### src/rtl/pipe_control_pkg.sv
// Shared types and constants for the pipelined control unit: opcodes, funct codes,
// the per-stage control word layout and the bubble value.
package pipe_control_pkg;

    localparam int unsigned CTRL_W = 27;

    localparam logic [5:0] OP_RTYPE = 6'd1;
    localparam logic [5:0] OP_LW    = 6'd2;
    localparam logic [5:0] OP_SW    = 6'd3;

    localparam logic [5:0] FN_ADD = 6'd32;
    localparam logic [5:0] FN_SUB = 6'd34;
    localparam logic [5:0] FN_AND = 6'd36;
    localparam logic [5:0] FN_OR  = 6'd37;
    localparam logic [5:0] FN_MUL = 6'd50;

    // Field order fixes the bit offsets: rs[26:22] ... wb_reg[4:0].
    typedef struct packed {
        logic [4:0] rs;
        logic [4:0] rt;
        logic [4:0] rd;
        logic       d_sel;
        logic       c_sel;
        logic [1:0] alu_sel;
        logic       wr_rd;
        logic       wb_sel;
        logic       wb_en;
        logic [4:0] wb_reg;
    } ctrl_t;

    localparam ctrl_t BUBBLE = '0;

endpackage

### src/rtl/pipe_control_if.sv
// Fetch-side instruction handshake between instruction fetch and pipe_control.
interface pipe_control_if;

    logic [31:0] instr;
    logic        instr_valid;
    logic        instr_ready;

    modport master (output instr, output instr_valid, input instr_ready);
    modport slave  (input instr, input instr_valid, output instr_ready);

endinterface

### src/rtl/pipe_control_ctrl_decode.sv
// Purely combinational instruction decoder: 32-bit instruction to control word plus
// an illegal flag. Illegal instructions decode to the bubble word.
module ctrl_decode
    import pipe_control_pkg::*;
#(
    parameter logic [4:0] SHAMT_KEY = 5'd10
) (
    input  logic [31:0] instr_i,
    output ctrl_t       ctrl_o,
    output logic        illegal_o
);

    logic [5:0] op;
    logic [4:0] rs, rt, rd, shamt;
    logic [5:0] funct;

    assign op    = instr_i[31:26];
    assign rs    = instr_i[25:21];
    assign rt    = instr_i[20:16];
    assign rd    = instr_i[15:11];
    assign shamt = instr_i[10:6];
    assign funct = instr_i[5:0];

    always_comb begin
        ctrl_o    = BUBBLE;
        illegal_o = 1'b0;
        case (op)
            OP_RTYPE: begin
                ctrl_o.rs     = rs;
                ctrl_o.rt     = rt;
                ctrl_o.rd     = rd;
                ctrl_o.wb_en  = 1'b1;
                ctrl_o.wb_reg = rd;
                if (shamt != SHAMT_KEY) illegal_o = 1'b1;
                case (funct)
                    FN_ADD:  ctrl_o.alu_sel = 2'b00;
                    FN_SUB:  ctrl_o.alu_sel = 2'b01;
                    FN_AND:  ctrl_o.alu_sel = 2'b10;
                    FN_OR:   ctrl_o.alu_sel = 2'b11;
                    FN_MUL:  ctrl_o.d_sel   = 1'b1;
                    default: illegal_o      = 1'b1;
                endcase
            end
            OP_LW: begin
                ctrl_o.rs     = rs;
                ctrl_o.rd     = rd;
                ctrl_o.c_sel  = 1'b1;
                ctrl_o.wb_sel = 1'b1;
                ctrl_o.wb_en  = 1'b1;
                ctrl_o.wb_reg = rt;
            end
            OP_SW: begin
                ctrl_o.rs    = rs;
                ctrl_o.rt    = rt;
                ctrl_o.rd    = rd;
                ctrl_o.c_sel = 1'b1;
                ctrl_o.wr_rd = 1'b1;
            end
            default: illegal_o = 1'b1;
        endcase
        if (ctrl_o.wb_reg == 5'd0) ctrl_o.wb_en = 1'b0;
        if (illegal_o) ctrl_o = BUBBLE;
    end

endmodule

### src/rtl/pipe_control.sv
// Pipelined control unit: ID register, EX/MEM/WB control-word registers, load-use and
// multiply stalls. Define PIPE_CONTROL_NOFWD_EN for a datapath without forwarding.
module pipe_control
    import pipe_control_pkg::*;
#(
    parameter int unsigned MUL_LAT   = 3,
    parameter logic [4:0]  SHAMT_KEY = 5'd10,
    parameter int unsigned ILL_CNT_W = 8
) (
    input  logic                 clk,
    input  logic                 rst,
    pipe_control_if.slave        fetch,
    input  logic                 flush_i,
    output logic [CTRL_W-1:0]    ex_ctrl_o,
    output logic                 ex_valid_o,
    output logic [CTRL_W-1:0]    mem_ctrl_o,
    output logic                 mem_valid_o,
    output logic [CTRL_W-1:0]    wb_ctrl_o,
    output logic                 wb_valid_o,
    output logic                 stall_o,
    output logic [ILL_CNT_W-1:0] ill_cnt_o
);

    localparam logic [3:0] MulInit = 4'(MUL_LAT - 1);

    logic                 id_valid_q, id_valid_d;
    logic [31:0]          id_instr_q, id_instr_d;
    ctrl_t                ex_q, ex_d, mem_q, mem_d, wb_q, wb_d;
    logic                 ex_valid_q, ex_valid_d, mem_valid_q, mem_valid_d;
    logic                 wb_valid_q, wb_valid_d;
    logic [3:0]           mul_cnt_q, mul_cnt_d;
    logic [ILL_CNT_W-1:0] ill_cnt_q, ill_cnt_d;

    ctrl_t      id_ctrl;
    logic       id_illegal, id_live, use_rt, raw_hazard, hazard, mul_busy, hold_mul;
    logic       ready, xfer;
    logic [4:0] id_rs, id_rt;

    ctrl_decode #(
        .SHAMT_KEY (SHAMT_KEY)
    ) u_decode (
        .instr_i   (id_instr_q),
        .ctrl_o    (id_ctrl),
        .illegal_o (id_illegal)
    );

    function automatic logic writes_src(input ctrl_t w, input logic v, input logic [4:0] rs,
                                        input logic [4:0] rt, input logic chk_rt);
        return v && w.wb_en && (w.wb_reg != 5'd0) &&
               ((w.wb_reg == rs) || (chk_rt && (w.wb_reg == rt)));
    endfunction

    // An illegal word in ID is already a bubble, so it never raises a hazard.
    assign id_live = id_valid_q && !id_illegal;
    assign id_rs   = id_instr_q[25:21];
    assign id_rt   = id_instr_q[20:16];
    assign use_rt  = (id_instr_q[31:26] == OP_RTYPE) || (id_instr_q[31:26] == OP_SW);

`ifdef PIPE_CONTROL_NOFWD_EN
    assign raw_hazard = id_live &&
        (writes_src(ex_q, ex_valid_q && ex_q.wb_sel, id_rs, id_rt, use_rt) ||
         writes_src(ex_q, ex_valid_q, id_rs, id_rt, 1'b1) ||
         writes_src(mem_q, mem_valid_q, id_rs, id_rt, 1'b1));
`else
    assign raw_hazard = id_live &&
        writes_src(ex_q, ex_valid_q && ex_q.wb_sel, id_rs, id_rt, use_rt);
`endif

    assign mul_busy = (mul_cnt_q != 4'd0);
    assign hold_mul = !flush_i && mul_busy;
    assign hazard   = !flush_i && !mul_busy && raw_hazard;
    assign ready    = flush_i || (!mul_busy && !raw_hazard);
    assign xfer     = fetch.instr_valid && ready;

    always_comb begin
        id_valid_d  = id_valid_q;
        id_instr_d  = id_instr_q;
        ex_d        = ex_q;
        ex_valid_d  = ex_valid_q;
        mem_d       = ex_q;
        mem_valid_d = ex_valid_q;
        wb_d        = mem_q;
        wb_valid_d  = mem_valid_q;
        mul_cnt_d   = mul_cnt_q;
        ill_cnt_d   = ill_cnt_q;
        if (flush_i) begin
            id_valid_d  = xfer;
            if (xfer) id_instr_d = fetch.instr;
            ex_d        = BUBBLE;
            ex_valid_d  = 1'b0;
            mem_d       = BUBBLE;
            mem_valid_d = 1'b0;
            mul_cnt_d   = 4'd0;
        end else if (hold_mul) begin
            mem_d       = BUBBLE;
            mem_valid_d = 1'b0;
            mul_cnt_d   = mul_cnt_q - 4'd1;
        end else if (hazard) begin
            ex_d       = BUBBLE;
            ex_valid_d = 1'b0;
        end else begin
            ex_d       = id_live ? id_ctrl : BUBBLE;
            ex_valid_d = id_live;
            id_valid_d = xfer;
            if (xfer) id_instr_d = fetch.instr;
            if (id_live && id_ctrl.d_sel) mul_cnt_d = MulInit;
            if (id_valid_q && id_illegal && (ill_cnt_q != {ILL_CNT_W{1'b1}})) begin
                ill_cnt_d = ill_cnt_q + 1'b1;
            end
        end
    end

    always_ff @(posedge clk) begin
        if (rst) begin
            id_valid_q  <= 1'b0;
            id_instr_q  <= '0;
            ex_q        <= BUBBLE;
            ex_valid_q  <= 1'b0;
            mem_q       <= BUBBLE;
            mem_valid_q <= 1'b0;
            wb_q        <= BUBBLE;
            wb_valid_q  <= 1'b0;
            mul_cnt_q   <= 4'd0;
            ill_cnt_q   <= '0;
        end else begin
            id_valid_q  <= id_valid_d;
            id_instr_q  <= id_instr_d;
            ex_q        <= ex_d;
            ex_valid_q  <= ex_valid_d;
            mem_q       <= mem_d;
            mem_valid_q <= mem_valid_d;
            wb_q        <= wb_d;
            wb_valid_q  <= wb_valid_d;
            mul_cnt_q   <= mul_cnt_d;
            ill_cnt_q   <= ill_cnt_d;
        end
    end

    assign fetch.instr_ready = ready;
    assign ex_ctrl_o         = ex_q;
    assign ex_valid_o        = ex_valid_q;
    assign mem_ctrl_o        = mem_q;
    assign mem_valid_o       = mem_valid_q;
    assign wb_ctrl_o         = wb_q;
    assign wb_valid_o        = wb_valid_q;
    assign stall_o           = hold_mul || hazard;
    assign ill_cnt_o         = ill_cnt_q;

endmodule

### src/flat_wrapper.sv
// flat-port wrapper written by rule: the top's interface ports become plain ports
module pipe_control_flat import pipe_control_pkg::*;
#(
    parameter int unsigned MUL_LAT   = 3,
    parameter logic [4:0]  SHAMT_KEY = 5'd10,
    parameter int unsigned ILL_CNT_W = 8
)
  (clk, rst, flush_i, ex_ctrl_o, ex_valid_o, mem_ctrl_o, mem_valid_o, wb_ctrl_o, wb_valid_o, stall_o, ill_cnt_o, fetch_instr, fetch_instr_valid, fetch_instr_ready);
  pipe_control_if fetch_i ();
  input  logic clk;
  input  logic rst;
  input  logic flush_i;
  output logic [CTRL_W-1:0] ex_ctrl_o;
  output logic ex_valid_o;
  output logic [CTRL_W-1:0] mem_ctrl_o;
  output logic mem_valid_o;
  output logic [CTRL_W-1:0] wb_ctrl_o;
  output logic wb_valid_o;
  output logic stall_o;
  output logic [ILL_CNT_W-1:0] ill_cnt_o;
  input wire logic [$bits(fetch_i.instr)-1:0] fetch_instr;
  input wire logic [$bits(fetch_i.instr_valid)-1:0] fetch_instr_valid;
  output wire logic [$bits(fetch_i.instr_ready)-1:0] fetch_instr_ready;
  assign fetch_i.instr = fetch_instr;
  assign fetch_i.instr_valid = fetch_instr_valid;
  assign fetch_instr_ready = fetch_i.instr_ready;
  pipe_control #(.MUL_LAT(MUL_LAT), .SHAMT_KEY(SHAMT_KEY), .ILL_CNT_W(ILL_CNT_W)) u_core (.clk(clk), .rst(rst), .fetch(fetch_i), .flush_i(flush_i), .ex_ctrl_o(ex_ctrl_o), .ex_valid_o(ex_valid_o), .mem_ctrl_o(mem_ctrl_o), .mem_valid_o(mem_valid_o), .wb_ctrl_o(wb_ctrl_o), .wb_valid_o(wb_valid_o), .stall_o(stall_o), .ill_cnt_o(ill_cnt_o));
endmodule
### config.mk
export PLATFORM = sky130hd
export DESIGN_NAME = pipe_control_flat
export DESIGN_NICKNAME = d
export VERILOG_FILES = /design/src/rtl/pipe_control_pkg.sv /design/src/rtl/pipe_control_if.sv /design/src/rtl/pipe_control_ctrl_decode.sv /design/src/rtl/pipe_control.sv /design/src/flat_wrapper.sv
export SDC_FILE = /design/constraint.sdc
export NUM_CORES = 1
export LEC_CHECK = 0
export ABC_AREA = 0
export CORE_ASPECT_RATIO = 1.1
export CORE_MARGIN = 2
export CORE_UTILIZATION = 45
export CTS_BUF_LIST = sky130_fd_sc_hd__clkbuf_2 sky130_fd_sc_hd__clkbuf_4 sky130_fd_sc_hd__clkbuf_8
export DETAILED_ROUTE_END_ITERATION = 8
export PLACE_DENSITY = 0.78
export SLEW_MARGIN = 0
export SYNTH_ARGS = -nofsm -noshare
export SYNTH_HDL_FRONTEND = slang
export SYNTH_SLANG_ARGS = --single-unit
### constraint.sdc
create_clock -name clk -period 2.4 [get_ports clk]
set_input_delay 0.24 -clock clk [delete_from_list [all_inputs] [get_ports clk]]
set_output_delay 0.24 -clock clk [all_outputs]
set_load 0.05 [all_outputs]
==> results_dict.tcl <==
set metrics [dict create \
    path_cells "mux2i_2 -> nand4_1 -> o31a_1 -> a211o_4 -> buf_6 -> and2_4 -> inv_2 -> buf_12" \
    worstPathMaxFanout 2 \
    synth.avg_cell_area_um2 11.4 \
    cts.clk_slew.worst_paths_ns 0.08 \
    p_leak_nw 2.63 \
    ir_drop_mv 0.449 \
    layout_commonest_cell "clkdlybuf4s50_1" \
    rsz0062_at_grt "true" \
    start_util_pct 46.0 \
    io_buffers 129 \
    drt-initial-drc-count 194 \
    syn_nets 437 \
    fp.dieArea_um2 10900 \
    row_count 38 \
    fillers 750 \
    htreeDepth 4 \
    holdCritPathClass "input port to flop" \
    grt_usage_pct 20.5 \
    cts.path.max_buffers 2 \
    syn_area_um2 4530 \
    end_kind "primary output" \
    ant_nets 0 \
    gp_congestion 0.839 \
    yosysWarningCount 0 \
    overflow 0 \
    setup_violations 2 \
    grt_max_degree 33 \
    slew-limit-headroom_pct 25.7 \
    grt_pass1_vias 3465 \
    area_growth_pct 45.5 \
    crit_path_max_incr_delay_ns 0.36 \
    use_met2_pct 35.2 \
    yosysUniqueCellTypes 53 \
    antenna_found_initial 0 \
    ys_seq_area_share_pct 57.1 \
    regToRegSetupSlack_ns 0.01 \
    via_per_inst 5.28 \
    final_cell_mix "clkdlybuf4s50_1, dfxtp_1, a22o_1" \
    cpMaxStageDelayCell "dfxtp_4" \
    wirelength_um 10800 \
    period_minus_slack_ns 2.51 \
    skew_ns 0.0143 \
    drv_cap 0 \
    drc_errors 0 \
    grtUsageMet3_pct 5.38 \
    layout.nets 591 \
    grt_pass1_wl_um 17400 \
    cp.arrival_ns 2.27 \
    fp.dieH_um 109 \
    diodes 0 \
    setup_slack_ns -0.110 \
    power_mw 4.67 \
    setup-tns-final_ns -0.176 \
    crit_type "flop to primary output" \
    core_area_um2 9840 \
    cts_root_buffer "clkbuf_8" \
    critical_path_buf_inv_count 3 \
    wl_per_cell_um 15.8 \
    ios 130 \
    cpLargestDelayFamily "compound AO/OA/AOI/OAI gates" \
    tightest_slew_ns 1.11 \
    first_pass_iters 4 \
    violations "negative setup slack" \
    drive_above_1_share_pct 14.9 \
    die_x_um 99.6 \
    dpl.hpwl_um 7960 \
    p_per_area_nw_per_um2 709 \
    synth_cells 398 \
    slew_violations 0 \
    clock_latency_ns 0.43 \
    status "finished, violations left" \
    fmax_mhz 398 \
    cp.required_ns 2.16 \
    synth_seq_cells 129 \
    cts_tree "done" \
    final_hold_viol_count 0 \
    vias 3620 \
    cts_made_buffers 17 \
    clock-sinks 129 \
    grt.met1_usage_pct 25.2 \
    period_share_pct 105 \
    grt_busiest_layer "met2" \
    worst_setup_path_start_kind "flop" \
]
final timing paths:
path,to,depth (start not counted),startpoint
setup / recovery,stall_o,8,u_core.id_instr_q[2]$_SDFFE_PP0P_
hold / removal,u_core.id_instr_q[7]$_SDFFE_PP0P_,2,fetch_instr[7]
setup reg to reg,u_core.id_instr_q[12]$_SDFFE_PP0P_,5,u_core.ex_ctrl_o[1]$_SDFFE_PP0N_
hold reg to reg,u_core.wb_ctrl_o[12]$_SDFF_PP0_,1,u_core.mem_ctrl_o[12]$_SDFF_PP0_
synthesized netlist by cell type, drive strengths merged:
| master | n | area share [%] |
|---|---|---|
| o2111ai | 1 | 0.19 |
| o31a | 2 | 0.39 |
| o21a | 1 | 0.17 |
| nor3b | 4 | 0.91 |
| or4 | 4 | 0.66 |
| nand4 | 3 | 0.55 |
| a22o | 55 | 11 |
| and2 | 3 | 0.44 |
| xor2 | 7 | 1.4 |
| nor2b | 30 | 4.1 |
| or2 | 2 | 0.28 |
| or2b | 1 | 0.17 |
| nand3 | 7 | 0.77 |
| and2b | 1 | 0.17 |
| and3 | 28 | 3.9 |
| or3 | 2 | 0.30 |
| nor4bb | 1 | 0.22 |
| a31oi | 2 | 0.61 |
| and4b | 2 | 0.44 |
| nor4b | 1 | 0.19 |
| inv | 4 | 0.33 |
| o31ai | 1 | 0.17 |
| a32o | 9 | 2.0 |
| mux2i | 2 | 0.44 |
| clkbuf | 12 | 1.0 |
| a22oi | 1 | 0.17 |
| nand2 | 11 | 0.91 |
| o21ai | 5 | 0.55 |
| nor2 | 15 | 1.2 |
| and3b | 2 | 0.39 |
| dfxtp | 129 | 57 |
| nand4b | 2 | 0.39 |
| xnor2 | 10 | 1.9 |
| buf | 10 | 2.2 |
| nor4 | 4 | 0.88 |
| a21oi | 5 | 0.55 |
| nand2b | 2 | 0.28 |
| ha | 3 | 0.83 |
| a211o | 1 | 0.39 |
| nand3b | 2 | 0.33 |
| or4b | 1 | 0.22 |
| nor3 | 9 | 1.1 |
| o41ai | 1 | 0.19 |
cell type report:
type	count	area [um^2]	share of cell area (%)
clock buffer	17	234	3.55
clock inverter	15	221	3.36
sequential	129	2590	39.3
timing repair buffer	157	1530	23.3
tap	120	150	2.28
multi-input combinational	243	1840	27.9
inverter	4	15.0	0.228
logic make-up (layout without fill, tap and decap cells):
kind of cell             count (synthesis)  count (layout)  synth area share, %
AO/OA/AOI/OAI                           84              84                 16.0
XOR/XNOR                                17              17                 3.29
adder cells (fa/ha/maj)                  3               3                0.830
buffers and inverters                   26             193                 3.48
flip-flops                             129             129                 57.1
multiplexers                             2               2                0.442
AND/OR/NAND/NOR                        137             137                 18.9
what timing repair did:
action	4_1_cts	5_1_grt
setup buffers	9	2
resized for setup	15	3
hold buffers	0	0
pin swaps	9	15
setup endpoints to repair	34	36
routing by layer:
layer	up-vias	routed length (um)
met5	-	0
met3	10	581
met1	1695	4710
li1	1782	-
met4	0	142
met2	133	5400
stage by stage:
step	hold slack, ns	instances	area, um^2	utilization (%)	setup slack (ns)
2_1_floorplan	0.373	398	4530	-	0.0251
3_3_place_gp	0.449	643	5980	60.8	-0.0520
3_5_place_dp	0.452	643	5980	60.8	-0.118
4_1_cts	0.387	684	6560	66.7	-0.150
5_1_grt	0.391	685	6580	66.9	-0.233
6_report	0.411	685	6580	66.9	-0.110
flip-flops by register name (all words and copies together), names as in the netlist:
signal	flops
u_core.wb_valid_o	1
u_core.mem_ctrl_o	27
u_core.id_valid_q	1
u_core.mul_cnt_q	4
u_core.mem_valid_o	1
u_core.wb_ctrl_o	27
u_core.id_instr_q	32
u_core.ill_cnt_o	8
u_core.ex_valid_o	1
u_core.ex_ctrl_o	27
power breakdown:
group          internal [mW]  switching (mW)  total, mW
clock network           1.17           0.901       2.07
registers               2.19          0.0579       2.24
logic                  0.175           0.180      0.356
Note: power is estimated with default switching activity, not from simulation.
